`src/rtl/bus_arbiter.sv`:
```
// ---------------------------------------------------------------------------
// bus_arbiter
//   Two-master / one-slave arbiter for the system memory bus. One transaction
//   is in flight at a time: the winning master's command fields are latched
//   onto the shared bus, a one-cycle command pulse goes to the slave, and the
//   slave's completion (or a timeout) is returned only to the owning master.
//   Contention is resolved round-robin: after every response the other master
//   gets priority. Master 0 wins the first contention after reset.
//
// Parameters
//   TIMEOUT_CYCLES : WAIT cycles without i_bus_DV before abort (>= 2)
//   CNT_W          : timeout counter width (>= clog2(TIMEOUT_CYCLES+1))
//
// Ports
//   i_clk, i_rst          : clock, asynchronous active-high reset
//   i_mX_req              : level request, held until o_mX_DV
//   i_mX_address/data     : command address / write data
//   i_mX_bhw              : byte/half/word select
//   i_mX_write_notread    : 1 = write
//   o_mX_data/DV/err      : response data, one-cycle pulse, timeout flag
//   o_bus_*               : command to the slave, o_bus_DV is the pulse
//   i_bus_data/DV         : slave read data and completion pulse
//   o_owner               : current or last bus owner
// ---------------------------------------------------------------------------
module bus_arbiter #(
    parameter int TIMEOUT_CYCLES = 1024,
    parameter int CNT_W          = 11
) (
    input  logic        i_clk,
    input  logic        i_rst,
    input  logic        i_m0_req,
    input  logic [31:0] i_m0_address,
    input  logic [31:0] i_m0_data,
    input  logic [2:0]  i_m0_bhw,
    input  logic        i_m0_write_notread,
    output logic [31:0] o_m0_data,
    output logic        o_m0_DV,
    output logic        o_m0_err,
    input  logic        i_m1_req,
    input  logic [31:0] i_m1_address,
    input  logic [31:0] i_m1_data,
    input  logic [2:0]  i_m1_bhw,
    input  logic        i_m1_write_notread,
    output logic [31:0] o_m1_data,
    output logic        o_m1_DV,
    output logic        o_m1_err,
    output logic [31:0] o_bus_address,
    output logic [31:0] o_bus_data,
    output logic [2:0]  o_bus_bhw,
    output logic        o_bus_write_notread,
    output logic        o_bus_DV,
    input  logic [31:0] i_bus_data,
    input  logic        i_bus_DV,
    output logic        o_owner
);

    typedef enum logic [1:0] {IDLE, ISSUE, WAIT, RESP} state_t;

    localparam logic [CNT_W-1:0] CNT_LAST = CNT_W'(TIMEOUT_CYCLES - 1);

    state_t           state;
    logic             prio;      // master preferred when both request
    logic [CNT_W-1:0] cnt;       // WAIT cycles elapsed in this transaction

    logic             grant;
    logic             resp_done;
    logic             resp_err;
    logic [31:0]      resp_data;

    // Master 1 wins if it is the only requester, or both request and it has priority.
    assign grant     = i_m1_req & (~i_m0_req | prio);

    // A completion on the last timeout cycle still counts as success.
    assign resp_done = i_bus_DV | (cnt == CNT_LAST);
    assign resp_err  = ~i_bus_DV;
    assign resp_data = i_bus_DV ? i_bus_data : 32'd0;

    always_ff @(posedge i_clk or posedge i_rst) begin
        if (i_rst) begin
            state               <= IDLE;
            prio                <= 1'b0;
            cnt                 <= '0;
            o_owner             <= 1'b0;
            o_bus_address       <= 32'd0;
            o_bus_data          <= 32'd0;
            o_bus_bhw           <= 3'd0;
            o_bus_write_notread <= 1'b0;
            o_bus_DV            <= 1'b0;
            o_m0_data           <= 32'd0;
            o_m0_DV             <= 1'b0;
            o_m0_err            <= 1'b0;
            o_m1_data           <= 32'd0;
            o_m1_DV             <= 1'b0;
            o_m1_err            <= 1'b0;
        end else begin
            // Pulses and the error flag last a single cycle unless re-set below.
            o_bus_DV <= 1'b0;
            o_m0_DV  <= 1'b0;
            o_m0_err <= 1'b0;
            o_m1_DV  <= 1'b0;
            o_m1_err <= 1'b0;

            case (state)
                // IDLE: sample requests and latch the winner's command
                IDLE: begin
                    if (i_m0_req || i_m1_req) begin
                        o_owner             <= grant;
                        o_bus_address       <= grant ? i_m1_address       : i_m0_address;
                        o_bus_data          <= grant ? i_m1_data          : i_m0_data;
                        o_bus_bhw           <= grant ? i_m1_bhw           : i_m0_bhw;
                        o_bus_write_notread <= grant ? i_m1_write_notread : i_m0_write_notread;
                        o_bus_DV            <= 1'b1;
                        state               <= ISSUE;
                    end
                end

                // ISSUE: command pulse is on the bus this cycle
                ISSUE: begin
                    cnt   <= '0;
                    state <= WAIT;
                end

                // WAIT: hold the command until completion or timeout
                WAIT: begin
                    if (resp_done) begin
                        state <= RESP;
                        if (o_owner) begin
                            o_m1_DV   <= 1'b1;
                            o_m1_data <= resp_data;
                            o_m1_err  <= resp_err;
                        end else begin
                            o_m0_DV   <= 1'b1;
                            o_m0_data <= resp_data;
                            o_m0_err  <= resp_err;
                        end
                    end else begin
                        cnt <= cnt + 1'b1;
                    end
                end

                // RESP: response pulse visible to the owner; hand priority over
                RESP: begin
                    cnt   <= '0;
                    prio  <= ~o_owner;
                    state <= IDLE;
                end

                default: state <= IDLE;
            endcase
        end
    end

endmodule

```
`config.mk`:
```
export PLATFORM = sky130hd
export DESIGN_NAME = bus_arbiter
export DESIGN_NICKNAME = d
export VERILOG_FILES = /design/src/rtl/bus_arbiter.sv
export SDC_FILE = /design/constraint.sdc
export NUM_CORES = 1
export LEC_CHECK = 0
export CORE_AREA = 2 2 127 129
export CTS_CLUSTER_SIZE = 16
export DETAILED_ROUTE_END_ITERATION = 8
export DIE_AREA = 0 0 129 131
export GPL_ROUTABILITY_DRIVEN = 0
export PLACE_DENSITY = 0.84
export SLEW_MARGIN = 30
export SYNTH_ARGS = -nofsm -noshare
export SYNTH_HDL_FRONTEND = slang
export SYNTH_SLANG_ARGS = --single-unit
```
`constraint.sdc`:
```
create_clock -name i_clk -period 12.5 [get_ports i_clk]
set_input_delay 1.25 -clock i_clk [delete_from_list [all_inputs] [get_ports i_clk]]
set_output_delay 1.25 -clock i_clk [all_outputs]
set_load 0.05 [all_outputs]
```
==> results of run 1 <==
## report_power, final
part / internal [uW] / switching, uW / total, uW
sequential: 694 / 110 / 804
combinational: 562 / 1030 / 1590
clock: 284 / 214 / 498
total: 1540 / 1360 / 2900
## worst min-delay path, delay by kind of cell, from the launching register on
| kind | cells | cell delay [ns] |
|---|---|---|
| flip-flops | 1 | 0.34 |
| AO/OA/AOI/OAI | 1 | 0.06 |
| AND/OR/NAND/NOR | 1 | 0.04 |
## cell families after synthesis
kind of cell	Yosys count	synth area share, %
flip-flops	152	55.70
AND/OR/NAND/NOR	137	9.894
multiplexers	134	21.40
AO/OA/AOI/OAI	100	8.538
buffers and inverters	45	3.371
adder cells (fa/ha/maj)	6	1.099
## area by class of cell
cell class	instances	area [um2]
inverter	7	31.28
timing repair buffer	317	3199
multi-input combinational	377	2818
fill	1167	4896
sequential	152	3804
tap	216	270.3
clock inverter	14	140.1
clock buffer	18	439.2
## per-layer routing
metal	track usage [%]	part of all wire (%)	vias up
met1	25.06	38	2587
met5	0	0	-
li1	-	-	2611
met2	38.16	50	230
met4	8.696	2.6	0
met3	7.573	8.7	37
## per-stage QoR
step / hold WS (ns) / util, %
6_report: 0.4746 / 68.61
2_1_floorplan: 0.4505 / -
3_5_place_dp: 0.4684 / 64.90
3_3_place_gp: 0.4601 / 64.52
5_1_grt: 0.4980 / 68.61
4_1_cts: 0.4827 / 68.61
## cells in the final DEF, fill, tap and decap left out, types with 3 or more instances in the layout
| cell | n |
|---|---|
| clkinvlp_4 | 4 |
| mux2_4 | 10 |
| mux2i_1 | 68 |
| o31ai_1 | 10 |
| dfrtp_1 | 152 |
| inv_1 | 6 |
| ha_1 | 6 |
| buf_4 | 4 |
| nor3_1 | 3 |
| inv_6 | 5 |
| nand3_1 | 4 |
| nor2_1 | 6 |
| clkdlybuf4s50_1 | 310 |
| nand2_1 | 75 |
| clkbuf_16 | 17 |
| and4_1 | 4 |
| mux2_2 | 54 |
| a31oi_1 | 5 |
| and2_1 | 36 |
| o21ai_0 | 71 |
## sequential cells by signal, summed over array words and instances, names as in the netlist
signal and flops:
o_m1_err 1, cnt 11, o_bus_write_notread 1, o_owner 1
state 2, o_m0_data 32, o_m0_DV 1, o_bus_bhw 3
o_bus_DV 1, o_m0_err 1, o_bus_address 32, o_bus_data 32
prio 1, o_m1_DV 1, o_m1_data 32
## worst paths after layout
| check | cells past startpoint | end | startpoint |
|---|---|---|---|
| max | 6 | o_bus_address[4]$_DFFE_PP0P_ | i_m0_req |
| min | 2 | o_bus_address[17]$_DFFE_PP0P_ | o_bus_address[17]$_DFFE_PP0P_ |
| max reg2reg | 7 | o_m0_data[16]$_DFFE_PP0P_ | state[0]$_DFFE_PP0P_ |
| min reg2reg | 2 | o_bus_address[17]$_DFFE_PP0P_ | o_bus_address[17]$_DFFE_PP0P_ |
| max in group asynchronous | 3 | o_bus_address[18]$_DFFE_PP0P_ | i_rst |
| min in group asynchronous | 2 | o_bus_address[11]$_DFFE_PP0P_ | i_rst |
==> impl_metrics.ini, run 1 <==
[run_status]
status = complete, no violations

[placement]
port_buffers = 310
hpwl_um = 14220
place_area_mm2 = 0.01012
place_inst = 1069
place_ws_ns = 8.597

[cts]
cts_max_level = 4
cts_buffers = 17
clockRootBuffer = clkbuf_16
cts.path.max_buffers = 2
tritoncts = done
clk_latency_ns = 0.42
post_cts_resized = 0
hold_buffers = 0
clkTransAtPathRegs_ns = 0.06
cts_setup_buffers = 0
cts.sinks = 152

[setup_path]
critical_path_peak_fanout = 53
path_buf_inv = 3
path_delay_family = buffers and inverters
endpoint_kind = register
path_cells = clkdlybuf4s50_1 > inv_1 > o21ai_4 > buf_4 > mux2i_1 > o21ai_0
critPathKind = in -> reg
cp_slowest_cell = buf_4
ff2ff_setup_slack_ns = 9.81
arrival_ns = 3.75
critPathMaxStageDelay_ns = 0.79
setup.worst_path.start_class = input pin
cp.required_ns = 12.78

[drt]
dr_total_vias = 5465
drt-initial-drc-count = 199
wl_um = 18770
ant_nets = 0
wl_per_cell_um = 17.04
viasPerCell = 4.964
drc_errors = 0
first_pass_iters = 4

[synthesis]
syn_area_mm2 = 0.006829
syn_avg_cell_area_um2 = 11.90
synth_common_cells = dfrtp_1, nand2_1, o21ai_0
synthTopCellsByArea = dfrtp_1, mux2i_1, mux2_2
synth_top_area_share_pct = 55.70
synthArstFlopShare_pct = 100.0
synth-edff-count = 0
ys_seq_area_share_pct = 55.70
synth_ff_type = dfrtp_1
netlist_instances = 574
ys_seq_elements = 152
ys_types = 39
synth_nets = 753
yosysMostFrequentCell = dfrtp_1
synth_top_area_cell = dfrtp_1
yosysWarnings = 0

[job]
cap_violations = 0

[global_routing]
antenna_found_initial = 0
grt_pass1_vias = 5487
grt_pass1_wl_um = 28420
grt_use_total_pct = 21.98
grt_max_degree = 85
grt_overflow = 0

[cells_and_area]
drive_gt1_share_pct = 12.43
num_antenna_cells = 0
fin_cells = 1101
finalNetCount = 1051
stdcell_area_mm2 = 0.01070
areaGrowthSynthToFinish_pct = 56.71

[floorplan]
coreArea_mm2 = 0.01560
fp-row-count = 46
initial_core_util_pct = 43.78
die_w_um = 129
ioPinCount = 311
die_h_um = 131
dieArea_mm2 = 0.01690

[hold_path]
min_path_type = reg -> reg

[sta]
rsz0062_at_grt = no
setup_viol_count_final = 0
timing.final.crit_share_pct = 27.76
skew_ns = 0.008943
period_minus_slack_ns = 3.471
tightest_slew_ns = 0.8913
drv_slew = 0
finalWorstSetupSlack_ns = 9.029
fmax_mhz = 288.1
slew_headroom_pct = 40.58
hold_viol_final = 0
fin_tns_setup_ns = 0

[pwr]
p_leak_uw = 0.004799
powerDensity_mw_per_mm2 = 270.6
power_uw = 2896
ir_worst_vdd_uv = 108.4
Power figures use the tool's default switching activity.
==> run 2, diff against run 1 <==
- CORE_AREA: 2 2 127 129 -> 2 2 131 133
- DIE_AREA: 0 0 129 131 -> 0 0 133 135
- PLACE_DENSITY: 0.84 -> 0.8
- clock period: 12.5 -> 3.4 ns (I/O delays scaled with it)
==> run 2 against run 1 <==
Against the previous run: sequential share of layout area decreased by 0.091 points; sequential power rose to 3.7 times the previous value; die area is 6.2% higher; clock skew down 0.0022 ns; routed wire length up 2.3%; via count is 0.55% lower; sequential cell count unchanged.
==> impl_metrics.ini, run 2 (synthesis gave the netlist of run 1 again) <==
[setup_path]
critical_path_peak_fanout = 33
path_delay_family = buffers and inverters
ff2ff_setup_slack_ns = 0.88
reg2reg_from = state[0]$_DFFE_PP0P_
critPathMaxStageDelay_ns = 0.44
path_cells = inv_1 > ha_1 > and2_1 > nand4_4 > a21boi_4 > buf_4 > mux2_2
cp_slowest_cell = buf_4
critPathKind = reg -> reg
reg2regPathDepth = 7
endpoint_kind = register
worstReg2RegEnd = o_m1_data[0]$_DFFE_PP0P_
setup.worst_path.start_class = register
path_buf_inv = 2
arrival_ns = 2.82
cp.required_ns = 3.70

[cts]
hold_buffers = 0
cts.path.max_buffers = 2
cts_setup_buffers = 0
cts_max_level = 4
post_cts_resized = 0
tritoncts = done
clkTransAtPathRegs_ns = 0.06
clk_latency_ns = 0.42
cts_buffers = 17
cts.sinks = 152
clockRootBuffer = clkbuf_16

[drt]
dr_total_vias = 5435
drc_errors = 0
ant_nets = 0
drt-initial-drc-count = 211
viasPerCell = 4.905
wl_per_cell_um = 17.32
wl_um = 19200
first_pass_iters = 4

[cells_and_area]
fillCellCount = 1274
finalNetCount = 1054
mostFrequentLayoutCell = clkdlybuf4s50_1
drive_gt1_share_pct = 12.73
num_antenna_cells = 0
final_cell_mix = clkdlybuf4s50_1, dfrtp_1, nand2_1
areaGrowthSynthToFinish_pct = 57.11

[sta]
timing.hold.ws_ns = 0.3667
skew_ns = 0.006779
period_minus_slack_ns = 2.518
slew_headroom_pct = 54.03
timing.final.crit_share_pct = 74.05
setup_viol_count_final = 0
hold_viol_final = 0
tightest_slew_ns = 0.6881
rsz0062_at_grt = no
fin_tns_setup_ns = 0
fmax_mhz = 397.2
drv_slew = 0

[placement]
hpwl_um = 14490
port_buffers = 310

[global_routing]
grt_max_degree = 78
grt_pass1_vias = 5541
grt_overflow = 0
antenna_found_initial = 0
grt_use_total_pct = 21.82
grt_pass1_wl_um = 30130

[floorplan]
initial_core_util_pct = 41.62
dieArea_mm2 = 0.01796
die_w_um = 133
die_h_um = 135
fp-row-count = 47
coreArea_mm2 = 0.01641
ioPinCount = 311

[pwr]
ir_worst_vdd_uv = 629.5
p_leak_uw = 0.004814
powerDensity_mw_per_mm2 = 995.6

[hold_path]
min_path_type = in -> async

[job]
cap_violations = 0

[run_status]
status = complete, no violations
run 2: worst max path at each step:
stage,start,endpoint,depth (start not counted)
detailed placement,state[0]$_DFFE_PP0P_,o_m1_data[31]$_DFFE_PP0P_,7
global placement,state[0]$_DFFE_PP0P_,o_m1_data[3]$_DFFE_PP0P_,7
floorplan,i_rst,cnt[0]$_DFFE_PP0P_,1
CTS,state[0]$_DFFE_PP0P_,o_m1_data[0]$_DFFE_PP0P_,7
finish,state[0]$_DFFE_PP0P_,o_m1_data[0]$_DFFE_PP0P_,7
global route,state[0]$_DFFE_PP0P_,o_m1_data[0]$_DFFE_PP0P_,7
run 2: power breakdown:
part	internal (uW)	leakage, uW	switching [uW]
combinational	2040	0.00259	3760
clock	1120	0.000287	780
sequential	2550	0.00194	432
total	5710	0.00481	4970
run 2: cell type report:
type / instances / area, um2 / area share, %
clock buffer: 18 / 439.2 / 4.093
clock inverter: 14 / 160.2 / 1.493
inverter: 7 / 30.03 / 0.2799
multi-input combinational: 377 / 2818 / 26.26
sequential: 152 / 3804 / 35.45
tap: 220 / 275.3 / 2.566
timing repair buffer: 320 / 3203 / 29.85
run 2: worst register-to-register path: stages, from the launching register on:
cell and delay [ns]:
dfrtp_1 0.42, inv_1 0.13, ha_1 0.31, and2_1 0.28, nand4_4 0.22, a21boi_4 0.19
buf_4 0.44, mux2_2 0.42
run 2: per-stage QoR:
| stage | instance area [um2] | std cells | worst slack [ns] | total power [uW] | utilization, % |
|---|---|---|---|---|---|
| 2_1_floorplan | 6833 | 574 | 1.143 | 6772 | - |
| 3_3_place_gp | 10130 | 1076 | 0.9660 | 8744 | 61.74 |
| 3_5_place_dp | 10130 | 1076 | 0.8703 | 8844 | 61.74 |
| 4_1_cts | 10730 | 1108 | 0.8515 | 10780 | 65.39 |
| 5_1_grt | 10730 | 1108 | 0.7134 | 11190 | 65.39 |
| 6_report | 10730 | 1108 | 0.8824 | 10680 | 65.39 |
run 2: routing by layer:
layer / track usage (%) / part of all wire, % / up-vias / wire length [um]
met5: 0 / 0 / - / 0
met4: 9.737 / 3.2 / 0 / 620
met3: 6.644 / 7.7 / 36 / 1485
met2: 36.04 / 49 / 245 / 9332
met1: 26.50 / 40 / 2543 / 7758
li1: - / - / 2611 / -
